### src/rtl/serial_subtractor_if.sv
// Start/busy/done handshake and operand/result bus for the bit-serial subtractor.
interface serial_subtractor_if #(
    parameter int unsigned WIDTH = 4
);
    logic             start;
    logic [WIDTH-1:0] A;
    logic [WIDTH-1:0] B;
    logic             Bin;
    logic             busy;
    logic             done;
    logic [WIDTH-1:0] D;
    logic             Bout;

    modport master (
        output start, A, B, Bin,
        input  busy, done, D, Bout
    );

    modport slave (
        input  start, A, B, Bin,
        output busy, done, D, Bout
    );
endinterface

### src/rtl/serial_subtractor.sv
// Bit-serial ripple-borrow subtractor: D = A - B - Bin, one bit per clock, LSB first.
// One full-subtractor cell plus operand/result shift registers.
module serial_subtractor #(
    parameter int unsigned WIDTH = 4
) (
    input  logic                clk,
    input  logic                rst_n,
    serial_subtractor_if.slave  bus
);
    localparam int unsigned CNT_W = (WIDTH > 1) ? $clog2(WIDTH) : 1;

    typedef enum logic [1:0] {
        S_IDLE = 2'd0,
        S_RUN  = 2'd1,
        S_DONE = 2'd2
    } state_t;

    state_t             r_state;
    logic [WIDTH-1:0]   r_a;
    logic [WIDTH-1:0]   r_b;
    logic [WIDTH-1:0]   r_res;
    logic               r_borrow;
    logic [CNT_W-1:0]   r_cnt;
    logic [WIDTH-1:0]   r_d;
    logic               r_bout;
    logic               r_busy;
    logic               r_done;

    logic               w_diff;
    logic               w_borrow_nxt;
    logic               w_last;
    logic [WIDTH-1:0]   w_res_nxt;

    // Full-subtractor cell on the current LSBs
    assign w_diff       = r_a[0] ^ r_b[0] ^ r_borrow;
    assign w_borrow_nxt = (~r_a[0] & r_b[0]) | (~(r_a[0] ^ r_b[0]) & r_borrow);
    assign w_last       = (r_cnt == CNT_W'(WIDTH - 1));
    assign w_res_nxt    = {w_diff, r_res[WIDTH-1:1]};

    always_ff @(posedge clk or negedge rst_n) begin
        if (!rst_n) begin
            r_state  <= S_IDLE;
            r_a      <= '0;
            r_b      <= '0;
            r_res    <= '0;
            r_borrow <= 1'b0;
            r_cnt    <= '0;
            r_d      <= '0;
            r_bout   <= 1'b0;
            r_busy   <= 1'b0;
            r_done   <= 1'b0;
        end else begin
            case (r_state)
                S_IDLE: begin
                    r_done <= 1'b0;
                    if (bus.start) begin
                        r_a      <= bus.A;
                        r_b      <= bus.B;
                        r_borrow <= bus.Bin;
                        r_cnt    <= '0;
                        r_busy   <= 1'b1;
                        r_state  <= S_RUN;
                    end
                end
                S_RUN: begin
                    r_a      <= r_a >> 1;
                    r_b      <= r_b >> 1;
                    r_res    <= w_res_nxt;
                    r_borrow <= w_borrow_nxt;
                    r_cnt    <= r_cnt + CNT_W'(1);
                    // Last bit: publish result together with the done pulse
                    if (w_last) begin
                        r_d     <= w_res_nxt;
                        r_bout  <= w_borrow_nxt;
                        r_done  <= 1'b1;
                        r_state <= S_DONE;
                    end
                end
                S_DONE: begin
                    r_done  <= 1'b0;
                    r_busy  <= 1'b0;
                    r_state <= S_IDLE;
                end
                default: begin
                    r_done  <= 1'b0;
                    r_busy  <= 1'b0;
                    r_state <= S_IDLE;
                end
            endcase
        end
    end

    assign bus.busy = r_busy;
    assign bus.done = r_done;
    assign bus.D    = r_d;
    assign bus.Bout = r_bout;
endmodule

### src/flat_wrapper.sv
// flat-port wrapper written by rule: the top's interface ports become plain ports
module serial_subtractor_flat 
#(
    parameter int unsigned WIDTH = 4
)
  (clk, rst_n, bus_start, bus_A, bus_B, bus_Bin, bus_busy, bus_done, bus_D, bus_Bout);
  serial_subtractor_if #(.WIDTH(WIDTH)) bus_i ();
  input  logic clk;
  input  logic rst_n;
  input wire logic [$bits(bus_i.start)-1:0] bus_start;
  input wire logic [$bits(bus_i.A)-1:0] bus_A;
  input wire logic [$bits(bus_i.B)-1:0] bus_B;
  input wire logic [$bits(bus_i.Bin)-1:0] bus_Bin;
  output wire logic [$bits(bus_i.busy)-1:0] bus_busy;
  output wire logic [$bits(bus_i.done)-1:0] bus_done;
  output wire logic [$bits(bus_i.D)-1:0] bus_D;
  output wire logic [$bits(bus_i.Bout)-1:0] bus_Bout;
  assign bus_i.start = bus_start;
  assign bus_i.A = bus_A;
  assign bus_i.B = bus_B;
  assign bus_i.Bin = bus_Bin;
  assign bus_busy = bus_i.busy;
  assign bus_done = bus_i.done;
  assign bus_D = bus_i.D;
  assign bus_Bout = bus_i.Bout;
  serial_subtractor #(.WIDTH(WIDTH)) u_core (.clk(clk), .rst_n(rst_n), .bus(bus_i));
endmodule
### config.mk
export PLATFORM = sky130hd
export DESIGN_NAME = serial_subtractor_flat
export DESIGN_NICKNAME = d
export VERILOG_FILES = /design/src/rtl/serial_subtractor_if.sv /design/src/rtl/serial_subtractor.sv /design/src/flat_wrapper.sv
export SDC_FILE = /design/constraint.sdc
export NUM_CORES = 1
export LEC_CHECK = 0
export ABC_AREA = 1
export CAP_MARGIN = 10
export CORE_UTILIZATION = 30
export CTS_CLUSTER_SIZE = 8
export DETAILED_ROUTE_END_ITERATION = 12
export PLACE_DENSITY = 0.49
export SYNTH_ARGS = -nofsm -noshare
export SYNTH_HDL_FRONTEND = slang
export SYNTH_SLANG_ARGS = --single-unit
### constraint.sdc
create_clock -name clk -period 1.03 [get_ports clk]
set_input_delay 0.206 -clock clk [delete_from_list [all_inputs] [get_ports clk]]
set_output_delay 0.206 -clock clk [all_outputs]
set_load 0.05 [all_outputs]
==> results.txt, run 1 <==
- Post-DP Area: around 1500 um2
- Net count, final: between 150 and 200
* CP Max Fanout: 2
- Number of global-route vias before repair: 889
* Reg2reg path depth: 4
* Final WS setup: -0.154 ns
* Post-DP HPWL: roughly 1500 um
- In this run the cell area of the synthesized design comes to 1110 um2.
* Arrival time reported for the critical path endpoint: 1.39 ns
* Endpoints failing setup: 24
- Measured against its own limit, the worst slew margin works out to 87.3%.
* Die Span X: 62.9 um
- Number of antenna repair diodes: 0
* Count of hold-fix buffers inserted at cts: 0
- Clock Tree Root: clkbuf_8
- RD Place Congestion: between 0.7 and 0.8
- In this run the register-to-register setup slack is -0.15 ns.
- Floorplan die height: roughly 63 um
* Area of the multi-input gates: about 550 um2
- The clock net in this run drives a total of 23 sinks.
* Shortest period the worst path allows: 1.18 ns
- Worst reg2reg startpoint: u_core.r_b[0]
* Post-DR wirelength/cell: 11.2 um
* Net count after synthesis: 136
- Once the floorplan was initialized, standard cells occupied between 30 and 40% of the core.
- FILL cells: 318
* Number of pins with negative max-slew slack in the final report: 0
- The tool flagged a number of max-cap violations equal to 0.
- The worst setup path is launched from a flip-flop.
* Total GRT Usage: 13.1%
* Sequential fraction of the synthesis area: around 52%
- Counting along the longest clock path gives a buffer depth of 2.
* Launch point of the worst path: u_core.r_b[0]
- Aggregate global routing overflow: 0
- In this run, the number of DRC markers left after iteration 0 of detailed routing was 21.
* H-tree Lvls: 1
- STA classifies the critical path endpoint as a flip-flop.
- Worst Hold Slack: 0.270 ns
- Instance count of the mapped netlist: 122
* Critical path required time: approximately 1.2 ns
- The die covers 3960 um2.
- Final routed wirelength across all metal layers: 2340 um
- The worst register-to-register path ends at u_core.bus.D[3].
* 1st-pass router iterations: 4
* Maximum number of pins on one net before global-route repair: 24
- Final hold violation count: 0
- Synthesis Warnings: 0
- In this run the core area contains 21 standard-cell rows.
- Setup Crit Path Kind: reg -> reg
- I/O pin total: 19
- In this run the tool buffered the top-level ports with 18 buffer cells.
- In the routed layout, each cell is associated on average with a via count of roughly 4.3.
* Placement Setup Slack: -0.196 ns
- After routing the design area is 1810 um2.
- The count of nets left with antenna violations once routing finished came out at 0.
- Setup repair after global routing missed its margin: yes
- Synthesis-to-layout area growth: 62.8%
- Measured slew at the worst slew-check pin: 0.190 ns
- TritonCTS built the clock tree.
- The average instance in the mapped netlist occupies between 9 and 10 um2.
* DR DRC count: 0
- In this run, distinct cell masters in the synthesized netlist total 20.
- Clock transition at path regs: around 0.090 ns
- Worst-case vdd ir drop: 1.15 mV
- The floorplan step defined a core boundary enclosing 3440 um2.
- Of the cells placed in the final design, the portion with a size suffix greater than 1 is roughly 42%.
- Antenna violations before repair: 0
- Failing checks: negative setup slack
* Number of buffers created by CTS: 3
* Static leakage power: 0.901 nW
* Clk Latency, worst-skew pair: about 0.27 ns
- Via Count: a little over 900
- Between clock sinks in the finished design, the worst skew comes to 0.00845 ns.
* Number of synthesized register bits: 23
- Maximum clock rate: approximately 840 MHz
- The first global-routing pass estimated 3970 um of wire.
* Total power divided by cell area: 3370 nW/um2
- Registers take 577 um2.
- Measured on the finished design, the core utilization comes to 52.6%.
- Crit share post-route: 115%
- Outcome: finished with violations
- In this run the worst hold path is classified as in -> async.
[metal layers]
layer / global-route usage (%) / vias to the layer above / part of all wire, %
met1: 15.8 / 424 / 45
met2: 22.4 / 18 / 50
met3: 2.19 / 4 / 3.3
met4: 6.10 / 0 / 1.5
li1: - / 461 / -
met5: 0 / - / 0
[through the flow]
| step | setup TNS (ns) | power, mW | std cells |
|---|---|---|---|
| after detailed placement | -2.57 | 4.62 | 197 |
| after global routing | -2.56 | 6.52 | 209 |
| after floorplan | -0.183 | 3.41 | 122 |
| after global placement | -2.47 | 4.60 | 197 |
| final | -1.10 | 6.10 | 209 |
| after CTS | -1.07 | 5.87 | 207 |
[critical path, cell delays in order (launching register included)]
cell and delay (ns):
dfrtp_1 0.36, inv_2 0.05, fa_2 0.56, inv_2 0.04, o21ai_2 0.11
[worst max path at each step]
stage,cells after the start,slack (ns),endpoint
floorplan,4,-0.07,u_core.bus.D[3]
global placement,5,-0.17,u_core.r_borrow
detailed placement,5,-0.20,u_core.r_a[1]
CTS,4,-0.12,u_core.r_res[3]
global route,4,-0.19,u_core.bus.D[3]
finish,4,-0.15,u_core.bus.D[3]
[timing repair]
item | in CTS | in global routing
endpoints found under the hold margin | 0 | 0
gates resized for setup | 28 | 13
endpoints found under the setup margin | 28 | 29
cloned | 2 | 0
pin swaps | 9 | 8
buffers inserted | 6 | 2
[final cells by class]
cell class	count	area share (%)
sequential	23	31.9
multi-input combinational	75	30.6
timing repair buffer	39	27.0
inverter	22	4.70
tap	46	3.18
clock buffer	3	2.28
clock inverter	1	0.415
[Yosys cell counts]
library cell  instances  share of area (%)
inv_4                 1               0.56
fa_1                  1                1.8
nor2_1                3                1.0
nand3_1              22                9.9
nand2_8               1                1.8
nor2_2                1               0.56
nand2_2               5                2.8
nand2_4               2                2.0
inv_2                 2               0.68
dfrtp_1              23                 52
o21ai_1               4                1.8
ha_1                  1                1.1
nand2_1              26                8.8
o21ai_2               2                1.6
inv_1                19                6.4
o21ai_0               4                1.8
buf_6                 2                2.0
buf_12                1                1.8
nor2_4                1                1.0
a21oi_2               1               0.79
[cells by family after synthesis]
group	count (synthesis)	share of synthesized area, %
flip-flops	23	51.7
AND/OR/NAND/NOR	61	27.9
adder cells (fa/ha/maj)	2	2.92
buffers and inverters	25	11.5
AO/OA/AOI/OAI	11	5.96
[power breakdown]
group / switching [mW] / total, mW / internal, mW
sequential: 0.346 / 1.67 / 1.32
clock: 0.321 / 0.596 / 0.275
combinational: 1.91 / 3.83 / 1.92
total: 2.57 / 6.10 / 3.52
[cell usage in the layout, fill, tap and decap left out, drive strengths merged]
master and instances:
nand2 35, buf 28, dfrtp 23, inv 22, nand3 22, clkdlybuf4s50 11, o21ai 10, nor2 5
clkbuf 3, a21oi 1, fa 1, ha 1, clkinvlp 1
[sequential cells by signal, indices dropped and copies added, names as in the netlist]
name and count:
u_core.bus.busy 1, u_core.bus.done 1, u_core.r_a 4, u_core.r_borrow 1, u_core.bus.D 4, u_core.bus.Bout 1, u_core.r_cnt 2, u_core.r_state 2
u_core.r_res 3, u_core.r_b 4
Note: power is estimated with default switching activity, not from simulation.
==> run 2, diff against run 1 <==
--- a/config.mk
+++ b/config.mk
@@ -7,10 +7,10 @@
 export LEC_CHECK = 0
 export ABC_AREA = 1
 export CAP_MARGIN = 10
-export CORE_UTILIZATION = 30
+export CORE_UTILIZATION = 40
 export CTS_CLUSTER_SIZE = 8
 export DETAILED_ROUTE_END_ITERATION = 12
-export PLACE_DENSITY = 0.49
+export PLACE_DENSITY = 0.62
 export SYNTH_ARGS = -nofsm -noshare
 export SYNTH_HDL_FRONTEND = slang
 export SYNTH_SLANG_ARGS = --single-unit
==> results.txt, run 2 (synthesized netlist as in run 1, its figures left out) <==
* Worst reg-to-reg setup slack: -0.19 ns
- CP Buf/Inv Count: 2
- Number of global-route vias before repair: about 860
- Setup Crit Path Kind: reg -> reg
- In the final routed layout, each cell accounts on average for approximately 13 um.
* Setup repair after global routing missed its margin: yes
- Longest individual stage delay on the worst path: 0.55 ns
- The total overflow left after global routing is 0.
- R2R Path End: u_core.r_res[3]
- Port bufs: 18
- Core Area: 2540 um2
* Critical Path Sink Type: flip-flop
- First-pass GRT wire length: 3880 um
- Layout Utilization: 66.1%
- In this run the static leakage power is 0.830 nW.
* Initial standard-cell utilization of the core: 43.7%
- CP cell instances: inv_2, fa_1, inv_2, o21ai_1
* Worst-case vdd ir drop: 2.10 mV
- Counting cells, the worst reg-to-reg path comes to 4.
- The post-route netlist has approximately 37% of its cells at a drive strength greater than 1.
* Post-DP HPWL: 1420 um
- Across all hold checks on the routed design, the worst slack comes to ~0.23 ns.
* Post-route antenna net violation count: 0
- Vias per std cell: 4.95
* Worst hold path class: in -> async
- From bottom edge to top edge, the die measures about 55 um.
- CTS built an H-tree with a depth of 1.
- RD Place Congestion: 0.788
* Worst slew margin relative to its limit: 81.1%
- Clock transition at path regs: 0.13 ns
* Net count, final: 173
- Measured slew at the worst slew-check pin: around 0.28 ns
* Site Rows: 18
- Post-Layout Cell Count: 188
- Die Span X: 54.7 um
- Worst-case clock buffer depth: 2
- The number of hold-slack violations in the final timing report is 0.
- The cell that appears most often on the critical path is inv_2.
- Count of hold-fix buffers inserted at cts: 0
* Critical path required time: 1.27 ns
- Crit share post-route: 118%
* CTS sink cnt: 23
* Dpl cells: between 150 and 200
- Worst reg2reg startpoint: u_core.r_b[0]
- I/O pin total: 19
* Outcome: finished with violations
- TritonCTS created 3 clock buffers.
* Setup clock skew after layout: 0.00706 ns
- The repair_antennas step left the layout with diodes totalling 0.
- The pre-antenna-repair detailed-routing pass consisted of 4 iterations.
- In this run, the number of DRC markers left after iteration 0 of detailed routing was 15.
* Failing checks: negative setup slack
* CP Max Fanout: 2
- Via Count: roughly 930
- Data on the critical path arrives at its endpoint at 1.46 ns.
- Static timing analysis puts the maximum clock frequency at about 800 MHz.
* Clk Latency, worst-skew pair: 0.31 ns
- The worst setup path is launched from a flip-flop.
- Shortest period the worst path allows: ~1.2 ns
- Relative to the synthesized area, the layout overhead comes to 51.3%.
* Antenna violations before repair: 0
* Number of pins with negative max-slew slack in the final report: 0
* Slowest stage cell, crit path: fa_1
* Total GRT Usage: 18.7%
- Grouping stages by cell kind, the critical path spends the most delay in adder cells.
* Maximum number of pins on one net before global-route repair: 24
* Total die area: 3000 um2
- Most common cell after layout, fill and taps aside: nand2_1
- In the routed design, unresolved DRC markers number 0.
- Endpoints failing setup: 25
* Final WS setup: -0.188 ns
- The top cell types in the final layout, fill and taps aside, are nand2_1 (25), dfrtp_1 (22), inv_1 (16), nand3_1 (13), clkdlybuf4s50_1 (11).
- In this run the clock root is driven by a clkbuf_4.
- The routed design has 2390 um of wire.
- TritonCTS built the clock tree.
* Total power divided by cell area: ~3300 nW/um2
* Count of max-cap constraint violations: 0
-- run 2: cell count changes in the layout (fill, tap and decap cells not counted), moves of 3 or more --
cell	before	now
nand2_4	8	2
buf_6	6	2
buf_4	11	8
clkbuf_4	0	3
clkbuf_8	3	0
nand2_1	22	25
nand2_2	2	5
nand2_8	3	6
-- run 2: power breakdown --
part,internal (mW),switching [mW],total [mW]
Clock,0.151,0.271,0.422
Sequential,1.32,0.330,1.65
Combinational,1.55,1.91,3.46
Total,3.02,2.51,5.53
-- run 2: per-stage QoR --
| step | TNS [ns] | setup WS [ns] | total power, mW | area, um2 |
|---|---|---|---|---|
| 6_report | -2.02 | -0.188 | 5.53 | 1680 |
| 5_1_grt | -3.46 | -0.240 | 5.91 | 1680 |
| 4_1_cts | -1.81 | -0.188 | 5.45 | 1670 |
| 3_5_place_dp | -2.39 | -0.179 | 4.25 | 1420 |
| 3_3_place_gp | -2.13 | -0.160 | 4.19 | 1420 |
| 2_1_floorplan | -0.183 | -0.0736 | 3.41 | 1110 |
-- run 2: how the worst max path moves through the flow --
stage | startpoint | end | slack, ns | cells past startpoint
floorplan | u_core.r_b[0] | u_core.bus.D[3] | -0.07 | 4
global placement | bus_start | u_core.r_b[1] | -0.16 | 5
detailed placement | bus_start | u_core.r_b[2] | -0.18 | 5
CTS | u_core.r_borrow | u_core.bus.D[3] | -0.19 | 4
global route | u_core.r_b[0] | u_core.bus.D[3] | -0.24 | 4
finish | u_core.r_b[0] | u_core.r_res[3] | -0.19 | 4
-- run 2: timing repair --
item | CTS | global route
pin swaps | 15 | 4
cloned | 4 | 0
endpoints found under the setup margin | 24 | 27
gates resized for setup | 24 | 3
setup buffers | 6 | 1
-- run 2: layout make-up --
type	count	area, um2
clock buffer	4	26.3
fill	199	862
inverter	22	87.6
multi-input combinational	78	562
sequential	23	577
tap	30	37.5
timing repair buffer	31	393
-- run 2: routing by layer --
layer  part of all wire, %  track usage [%]
met3                   2.7             2.50
met2                    50             27.1
met4                  0.42             6.84
met1                    47             27.8
met5                     0                0
